**src/rtl/bus_sizing_pkg.sv**
```systemverilog
// Shared encodings for the 68040 local-bus to buffered-port sizing sequencer:
// FSM states, SIZ and DSACK codes, and the width / byte-count helpers.
package bus_sizing_pkg;

    typedef enum logic [2:0] {
        ST_IDLE,
        ST_NEG,
        ST_START,
        ST_WAIT,
        ST_ACK,
        ST_TERM,
        ST_ERR
    } state_t;

    localparam logic [1:0] SIZ_LONG = 2'b00;
    localparam logic [1:0] SIZ_BYTE = 2'b01;
    localparam logic [1:0] SIZ_WORD = 2'b10;
    localparam logic [1:0] SIZ_LINE = 2'b11;

    localparam logic [1:0] DSACK_32   = 2'b00;
    localparam logic [1:0] DSACK_16   = 2'b01;
    localparam logic [1:0] DSACK_8    = 2'b10;
    localparam logic [1:0] DSACK_WAIT = 2'b11;

    // Port width in bytes for an asserted DSACK code.
    function automatic logic [2:0] dsack_width(input logic [1:0] code);
        case (code)
            DSACK_32: return 3'd4;
            DSACK_16: return 3'd2;
            DSACK_8:  return 3'd1;
            default:  return 3'd4;
        endcase
    endfunction

    // Line requests are serviced as plain longs.
    function automatic logic [2:0] siz_bytes(input logic [1:0] siz);
        case (siz)
            SIZ_BYTE: return 3'd1;
            SIZ_WORD: return 3'd2;
            SIZ_LONG: return 3'd4;
            default:  return 3'd4;
        endcase
    endfunction

    function automatic logic [1:0] psiz_encode(input logic [2:0] remaining);
        return (remaining == 3'd4) ? 2'b00 : remaining[1:0];
    endfunction

endpackage

```
**src/rtl/bus_sizing_sequencer_step.sv**
```systemverilog
// One port-cycle sizing step: how many bytes the port takes this cycle,
// which CPU byte lanes they occupy, and where the transfer resumes.
module sizing_step
    import bus_sizing_pkg::*;
(
    input  logic [1:0] pa,
    input  logic [2:0] remaining,
    input  logic [2:0] width,
    output logic [2:0] xfer,
    output logic [3:0] mask,
    output logic [1:0] next_pa,
    output logic [2:0] next_remaining
);

    logic [2:0] offset;
    logic [2:0] room;
    logic [1:0] lane;

    always_comb begin
        case (width)
            3'd4:    offset = {1'b0, pa};
            3'd2:    offset = {2'b00, pa[0]};
            default: offset = 3'd0;
        endcase
        room = width - offset;
        xfer = (remaining < room) ? remaining : room;

        // Byte offset 0 sits on D31:24, which is mask bit 3.
        mask = 4'b0000;
        lane = 2'b00;
        for (int i = 0; i < 4; i++) begin
            lane = pa + 2'(i);
            if (3'(i) < xfer) begin
                mask[~lane] = 1'b1;
            end
        end

        next_pa        = pa + xfer[1:0];
        next_remaining = remaining - xfer;
    end

endmodule

```
**src/rtl/bus_sizing_sequencer.sv**
```systemverilog
// Splits one 68040 transfer into DSACK-sized port cycles on the buffered bus
// and terminates the CPU cycle with nTA / nTBI, or nTEA on port timeout.
module bus_sizing_sequencer
    import bus_sizing_pkg::*;
#(
    parameter int TIMEOUT_CYCLES = 64
) (
    input  logic       CLK40,
    input  logic       RESET,
    input  logic       nTS_CPU,
    input  logic       nBG,
    input  logic       RnW,
    input  logic [1:0] SIZ,
    input  logic [1:0] A,
    input  logic [1:0] DSACK,
    output logic       nTS,
    output logic [1:0] PA,
    output logic [1:0] PSIZ,
    output logic       PRNW,
    output logic       DRIVE,
    output logic [3:0] LATCH,
    output logic [1:0] PORT_W,
    output logic       nTA,
    output logic       nTBI,
    output logic       nTEA,
    output logic       BUSY
);

    localparam logic [7:0] TIMEOUT_LAST = 8'(TIMEOUT_CYCLES - 1);

    state_t     state;
    state_t     next_state;
    logic [2:0] remaining;
    logic [1:0] siz_q;
    logic [7:0] wait_count;

    logic       start_req;
    logic       dsack_idle;
    logic       rnw_eff;
    logic [2:0] step_width;
    logic [2:0] step_xfer;
    logic [3:0] step_mask;
    logic [1:0] step_pa;
    logic [2:0] step_remaining;

    logic       nts_d;
    logic       drive_d;
    logic [3:0] latch_d;
    logic       nta_d;
    logic       ntbi_d;
    logic       ntea_d;
    logic       busy_d;

    assign start_req  = (state == ST_IDLE) && !nTS_CPU && !nBG;
    assign dsack_idle = (DSACK == DSACK_WAIT);
    assign PSIZ       = psiz_encode(remaining);

    // In WAIT the step sees the live acknowledge so LATCH is ready on the ACK edge.
    assign step_width = (state == ST_WAIT) ? dsack_width(DSACK) : dsack_width(PORT_W);

    sizing_step u_step (
        .pa            (PA),
        .remaining     (remaining),
        .width         (step_width),
        .xfer          (step_xfer),
        .mask          (step_mask),
        .next_pa       (step_pa),
        .next_remaining(step_remaining)
    );

    always_ff @(posedge CLK40) begin
        if (RESET) begin
            state <= ST_IDLE;
        end else begin
            state <= next_state;
        end
    end

    always_comb begin
        next_state = state;
        case (state)
            ST_IDLE:  if (start_req) next_state = dsack_idle ? ST_START : ST_NEG;
            ST_NEG:   if (dsack_idle) next_state = ST_START;
            ST_START: next_state = ST_WAIT;
            ST_WAIT: begin
                if (!dsack_idle) begin
                    next_state = ST_ACK;
                end else if (wait_count == TIMEOUT_LAST) begin
                    next_state = ST_ERR;
                end
            end
            ST_ACK:   next_state = (step_xfer == remaining) ? ST_TERM : ST_NEG;
            ST_TERM:  next_state = ST_IDLE;
            ST_ERR:   next_state = ST_IDLE;
            default:  next_state = ST_IDLE;
        endcase
    end

    // Every output is registered, so it is derived here from the state being entered.
    always_comb begin
        rnw_eff = (state == ST_IDLE) ? RnW : PRNW;
        nts_d   = (next_state != ST_START);
        drive_d = !rnw_eff && ((next_state == ST_START) || (next_state == ST_WAIT) ||
                               (next_state == ST_ACK));
        latch_d = ((state == ST_WAIT) && (next_state == ST_ACK) && PRNW) ? step_mask : 4'b0000;
        nta_d   = (next_state != ST_TERM);
        ntbi_d  = !((next_state == ST_TERM) && (siz_q == SIZ_LINE));
        ntea_d  = (next_state != ST_ERR);
        busy_d  = (next_state != ST_IDLE);
    end

    always_ff @(posedge CLK40) begin
        if (RESET) begin
            PA         <= 2'b00;
            remaining  <= 3'd0;
            siz_q      <= SIZ_LONG;
            PRNW       <= 1'b1;
            PORT_W     <= 2'b00;
            wait_count <= 8'd0;
            nTS        <= 1'b1;
            DRIVE      <= 1'b0;
            LATCH      <= 4'b0000;
            nTA        <= 1'b1;
            nTBI       <= 1'b1;
            nTEA       <= 1'b1;
            BUSY       <= 1'b0;
        end else begin
            if (start_req) begin
                PA        <= A;
                remaining <= siz_bytes(SIZ);
                siz_q     <= SIZ;
                PRNW      <= RnW;
            end
            if (state == ST_ACK) begin
                PA        <= step_pa;
                remaining <= step_remaining;
            end
            if (state == ST_START) begin
                wait_count <= 8'd0;
            end else if ((state == ST_WAIT) && dsack_idle) begin
                wait_count <= wait_count + 8'd1;
            end
            if ((state == ST_WAIT) && !dsack_idle) begin
                PORT_W <= DSACK;
            end
            nTS   <= nts_d;
            DRIVE <= drive_d;
            LATCH <= latch_d;
            nTA   <= nta_d;
            nTBI  <= ntbi_d;
            nTEA  <= ntea_d;
            BUSY  <= busy_d;
        end
    end

endmodule

```
**config.mk**
```make
export PLATFORM = sky130hd
export DESIGN_NAME = bus_sizing_sequencer
export DESIGN_NICKNAME = d
export VERILOG_FILES = /design/src/rtl/bus_sizing_pkg.sv /design/src/rtl/bus_sizing_sequencer_step.sv /design/src/rtl/bus_sizing_sequencer.sv
export SDC_FILE = /design/constraint.sdc
export NUM_CORES = 1
export LEC_CHECK = 0
export CORE_ASPECT_RATIO = 0.7
export CORE_MARGIN = 8
export CORE_UTILIZATION = 59
export CTS_BUF_LIST = sky130_fd_sc_hd__clkbuf_4 sky130_fd_sc_hd__clkbuf_8
export CTS_CLUSTER_SIZE = 30
export DETAILED_ROUTE_END_ITERATION = 12
export GPL_TIMING_DRIVEN = 0
export PLACE_DENSITY_LB_ADDON = 0.08
export SYNTH_ARGS = -nofsm -noshare
export SYNTH_HDL_FRONTEND = slang
export SYNTH_SLANG_ARGS = --single-unit
```
**constraint.sdc**
```tcl
create_clock -name CLK40 -period 7.3 [get_ports CLK40]
set_clock_uncertainty 0.1 [all_clocks]
set_input_delay 1.46 -clock CLK40 [delete_from_list [all_inputs] [get_ports CLK40]]
set_output_delay 1.46 -clock CLK40 [all_outputs]
set_load 0.1 [all_outputs]
```
[After elaboration in Yosys (flattened, before gate mapping)]
Cells that the tools add are included.
Word-level totals
  latch bits: 0
  memories: 0
  memory bits (writable): 0
  memory bits (read-only): 0
  register bits after elaboration: 31
  input bits: 11
  word-level logic and storage cells: 121
Cells by class
  multiply operators: 0
  bitwise gates (word level): 8
  order comparisons: 13
  multiplexer cells: 31
  add/subtract/negate cells: 7
  div/mod/pow operators: 0
  equal/unequal tests: 24
  reduce and logical (&&, ||, !) cells: 24
  shifts and indexed selects: 0
Operator list (count)
  3-bit 2-to-1 mux: 9
  3-bit case mux with 2 select lines: 3
  4-bit 2-to-1 mux: 4
  3-bit by 2-bit equality test with 1-bit output (second input constant): 5
  3-bit equality test (second input constant): 5
  3-bit case mux with 5 select lines: 1
  1-bit logical AND: 12
  2-bit by 3-bit < comparator with 1-bit output (second input constant): 4
  4-bit bitwise OR: 3
  2-bit equality test (second input constant): 5
  8-bit by 1-bit adder with 8-bit output (second input constant): 1
  1-bit demux with 2-bit select: 4
  8-bit by 6-bit equality test with 1-bit output (second input constant): 1
  2-bit by 1-bit >= comparator with 1-bit output (second input constant): 4
  2-bit 2-to-1 mux: 4
  2-bit NOT: 4
  2-bit by 1-bit equality test with 1-bit output (second input constant): 3
  1-bit by 3-bit < comparator with 1-bit output (first input constant): 2
  2-bit by 3-bit < comparator with 1-bit output (first input constant): 2
  3-bit != test (second input constant): 2
  1-bit logical NOT: 5
  1-bit 2-to-1 mux: 5
  2-bit adder (second input constant): 2
  2-bit case mux with 2 select lines: 1
  other kinds (14): 16

[Logic depth before layout (Yosys ltp)]
  depth after elaboration: 16
  depth in mapped cells: 18
  gate-level depth less buffers: 18

[Modules after synthesis]
A second synthesis with hierarchy kept.
Unflattened totals
  cells, all modules: 215
  area total of the unflattened synthesis: 1868.0 um^2
By module, submodules not included
  bus_sizing_sequencer: sequential area each 620.6 um^2, cells an instance 164, times used 1, area an instance 1465.2 um^2
  sizing_step: sequential area each 0.0 um^2, cells an instance 51, times used 1, area an instance 402.9 um^2

[Least setup slack after synthesis]
Ideal clock, no wire load.
  path kind: input port to flip-flop
  from: input port DSACK[0]
  to: register DRIVE
  data required time: 7.085 ns
  stages: 18
  arrival time: 4.771 ns
  path slack: 2.314 ns
  library setup time: 0.115 ns
  cell sequence: inv_1 -> ha_1 -> mux2i_1 -> xor2_1 -> and3_1 -> ha_1 -> fa_1 -> xnor2_1 -> ha_1 -> nor2b_1 -> a311oi_2 -> mux2_4 -> inv_2 -> ha_1 -> nand2_1 -> nor3_1 -> nor3_1 -> o21a_1
Between the ends
  longest elaborated chain between the ends: 15
  elaborated cells between the ends (all ways): 24
  classes of those cells: add/sub: 1; order compare: 1; eq/ne: 9; mux: 10; reduce/logical: 3
RTL lines
  start: declaration: RTL line bus_sizing_sequencer.sv:15  | input logic [1:0] DSACK,
  2-bit equality test or 2-bit by 1-bit equality test with 1-bit output (tied branches): RTL line bus_sizing_pkg.sv:27  | case (code)
  3-bit case mux with 2 select lines: RTL line bus_sizing_pkg.sv:27
  3-bit 2-to-1 mux: RTL line bus_sizing_sequencer.sv:59  | assign step_width = (state == ST_WAIT) ? dsack_width(DSACK) : dsack_width(PORT_W);
  3-bit by 2-bit equality test with 1-bit output or 3-bit equality test (tied branches): RTL line bus_sizing_sequencer_step.sv:20  | case (width)
  2-bit case mux with 2 select lines: RTL line bus_sizing_sequencer_step.sv:20
  3-bit by 2-bit subtractor with 3-bit output: RTL line bus_sizing_sequencer_step.sv:25  | room = width - offset;
  3-bit < comparator: RTL line bus_sizing_sequencer_step.sv:26  | xfer = (remaining < room) ? remaining : room;
  3-bit 2-to-1 mux: RTL line bus_sizing_sequencer_step.sv:26
  3-bit equality test: RTL line bus_sizing_sequencer.sv:92  | ST_ACK: next_state = (step_xfer == remaining) ? ST_TERM : ST_NEG;
  3-bit 2-to-1 mux: RTL line bus_sizing_sequencer.sv:92
  3-bit case mux with 5 select lines (*): RTL line bus_sizing_sequencer.sv:81  | case (state)
  3-bit by 2-bit equality test with 1-bit output: RTL line bus_sizing_sequencer.sv:103  | drive_d = !rnw_eff && ((next_state == ST_START) || (next_state == ST_WAIT) ||
  1-bit logical OR: RTL line bus_sizing_sequencer.sv:103
  1-bit logical OR (*): RTL line bus_sizing_sequencer.sv:103
  1-bit logical AND (*): RTL line bus_sizing_sequencer.sv:103
  end signal: assignment: RTL line bus_sizing_sequencer.sv:147  | DRIVE <= drive_d;
  end: declaration: RTL line bus_sizing_sequencer.sv:20  | output logic DRIVE,
Every way passes the cells marked *; elsewhere a longest branch is shown, timed or not.
A chain may end at the register's enable or synchronous reset.

[Final worst setup path]
Same ends and word-level chain as after synthesis.

==> impl_results.md <==
- Sequential power share: 0.399
- H-tree Lvls: 2
- Min Tclk post-route: 5829 ps
- Tcrit/Tclk final: 0.7985
- Die height: 61.66 µm
- Starting DRT DRC Count: 85
- Number of nets in the layout: approximately 270
- CTS sink count: 31
- Global router's overall resource usage: 0.1721
- Peak VDD IR: 0.1614 mV
- Finished Cell Area: 0.002190 mm²
- Row cnt: 16
- Hold_buf cts: 0
- Port Buffers: 27
- Number of global-route vias before repair: 1,428
- DRC: 0
- Critical path startpoint category: primary input
- CTS tree: done
- Synth Area per Inst: 8.528 µm²
- Rel. slew slack: 0.3461
- Maximum fanout along the worst path: 6
- Total gr overflow: 0
- Postcts setup bufs: 0
- Clk_lat worst skew: 290 ps
- Finish-stage setup viols: 0
- Hold crit path type: reg -> reg
- Syn Inst Count: just over 200
- Sequential cell area: 620.6 µm²
- CTS Buf Count: 5
- Synth Register Bits: 31
- Critical Path RT: roughly 7400 ps
- Post-CTS Resized: 0
- Worst-Margin Slew: 977.8 ps
- Final Hold Vio Count: 0
- Int Pwr: 0.3192 mW
- Ratio of cells with drive above 1 in the final layout: 0.07054
- Post-synth EDFFs: 0
- F_max: between 0.15 and 0.2 GHz
- Initial Util: 0.6223
- Sequential area share after synthesis: 0.3533
- DR vias: 1,559
- Deepest clock path buffer count: 2
- DP Area: 0.002072 mm²
- RSZ-0062 raised after global routing: no
- Final HPWL DP: ~3100 µm
- ANT cells: 0
- Ports: 28
- NetSw: ~0.13 mW
- Synthesized Nets: 235
- Fillers: between 150 and 200
- Clock slew at reported path FFs: 60 ps
- Total Wirelength: 4060 µm
- YS warnings: 0
- Placer Congestion: 0.8675
- Commonest non-fill, non-tap cells in the layout: dfxtp_1, clkdlybuf4s50_1, nor2_1, nand2_1, ha_1
- Pre-Repair DR Iteration Count: 4
- Multi-input gate area: between 0.001 and 0.0015 mm²
- Wire length of the first global-routing pass: 6527 µm
- Core ar.: 0.002823 mm²
- Via density: 5.628
- Root Driver: clkbuf_8
- Clock power share: 0.392
- Setup TNS: 0 ps
- Largest net degree at the start of global routing: 11
- Top FF cell, synth: dfxtp_1
- Yosys cell types: between 40 and 50
- Switching share of total power: 0.2877
- Critical path class: in -> reg
- P_leak: 0.8950 nW
- Ys async rst share: 0
- Fin. max-slew vios: 0
- Antenna Nets Post-Route: 0
- Status: finished, final reports clean
- Power Dens Cells: around 200 mW/mm²
- Gate power share: 0.209
- Routed length per instance: 14.66 µm
- Mapped Area: 0.001757 mm²
- Horiz. Die Dim: around 80 µm
- Setup crit end kind: flop
- Max cap viols: 0
- Worst EP arrival: around 5900 ps
- Synth-to-layout area growth: 24.64%
- Antenna violations before repair: 0
- Most common cell after layout, fill and taps aside: dfxtp_1
- Die area: around 0.005 mm²
==> final cells by class <==
class,count,share of cell area
Clock inverter,2,0.01600
Sequential cell,31,0.2834
Clock buffer,6,0.03771
Inverter,15,0.02571
Tap cell,36,0.02057
Multi-Input combinational cell,151,0.4731
Buffer,9,0.02000
Timing Repair Buffer,27,0.1234
==> kinds of logic (layout without fill, tap and decap cells) <==
family,after synthesis,count (layout),share of synthesized area
AOI/OAI and AO/OA,34,34,0.1303
xor gates and xnor gates,10,10,0.04986
adders and majority gates,20,20,0.1481
buffers and inverters,24,59,0.05698
DFF,31,31,0.3533
muxes,5,5,0.03134
and+or+nand+nor,82,82,0.2301
==> through the flow <==
stage | total power, mW | hold slack, ps | worst slack (ps) | util | instances
floorplan | 0.2511 | 293.7 | 2314 | - | 206
finish | 0.4481 | 335.9 | 1471 | 0.7757 | 277
global route | 0.4662 | 339.7 | 1203 | 0.7757 | 277
global placement | 0.2713 | 308.1 | 1354 | 0.7340 | 269
detailed placement | 0.2754 | 309.9 | 1196 | 0.7340 | 269
CTS | 0.4503 | 332.2 | 1491 | 0.7757 | 277
==> layer usage <==
metal / up-vias / global-route usage / part of all wire
met2: 56 / 0.2847 / 0.48
met3: 6 / 0.04956 / 0.068
met5: - / 0 / 0
li1: 772 / - / -
met1: 725 / 0.2100 / 0.45
met4: 0 / 0.06076 / 0.011
==> Yosys cell counts (2+ instances only) <==
cell / number / area [µm²]
nor4_1: 5 / 31.28
nor2_1: 22 / 82.58
o21a_1: 2 / 15.01
o31ai_1: 2 / 15.01
dfxtp_1: 31 / 620.6
ha_1: 16 / 200.2
xor2_1: 6 / 52.55
and3_1: 3 / 18.77
nand3b_1: 3 / 22.52
nor3_1: 6 / 30.03
nor2b_1: 3 / 18.77
nand3_1: 6 / 30.03
a21oi_1: 11 / 55.05
fa_1: 2 / 40.04
o21ai_0: 6 / 30.03
a22oi_1: 3 / 22.52
a211oi_1: 3 / 22.52
inv_1: 14 / 52.55
xnor2_1: 4 / 35.03
maj3_1: 2 / 20.02
and2_1: 4 / 25.02
nand2_1: 21 / 78.83
mux2i_1: 4 / 40.04
clkbuf_1: 5 / 18.77
clkbuf_2: 2 / 10.01
==> power by group through the flow <==
stage | clock, mW | combinational [mW] | sequential, mW
floorplan | 0 | 0.0519 | 0.199
global placement | 0 | 0.0891 | 0.182
detailed placement | 0 | 0.0928 | 0.183
CTS | 0.178 | 0.0935 | 0.179
global route | 0.186 | 0.101 | 0.179
finish | 0.175 | 0.0936 | 0.179
==> registers in the layout, summed over array words and instances (netlist names) <==
register / count
PORT_W: 2
siz_q: 2
PA: 2
nTS: 1
nTEA: 1
PRNW: 1
remaining: 3
wait_count: 8
DRIVE: 1
BUSY: 1
nTBI: 1
nTA: 1
LATCH: 4
state: 3
==> final timing paths <==
path         startpoint    end  slack, ps  cells after the start
max reg2reg    state[2]  DRIVE       2660                     17
max            DSACK[0]  DRIVE       1470                     19
min reg2reg    siz_q[1]   nTBI        340                      1
min            siz_q[1]   nTBI        340                      1
==> worst max-delay path, stage by stage <==
cell and delay (ps):
clkdlybuf4s50_1 540, inv_1 80, ha_1 300, mux2i_1 330, xor2_1 110, and3_1 180, ha_1 180, fa_1 380
xnor2_1 150, ha_1 330, nor2b_1 80, a311oi_2 270, mux2_4 350, inv_2 120, ha_1 140, nand2_1 50
nor3_1 520, nor3_1 140, o21a_1 200
No activity file was read; power rests on OpenSTA's default activity.
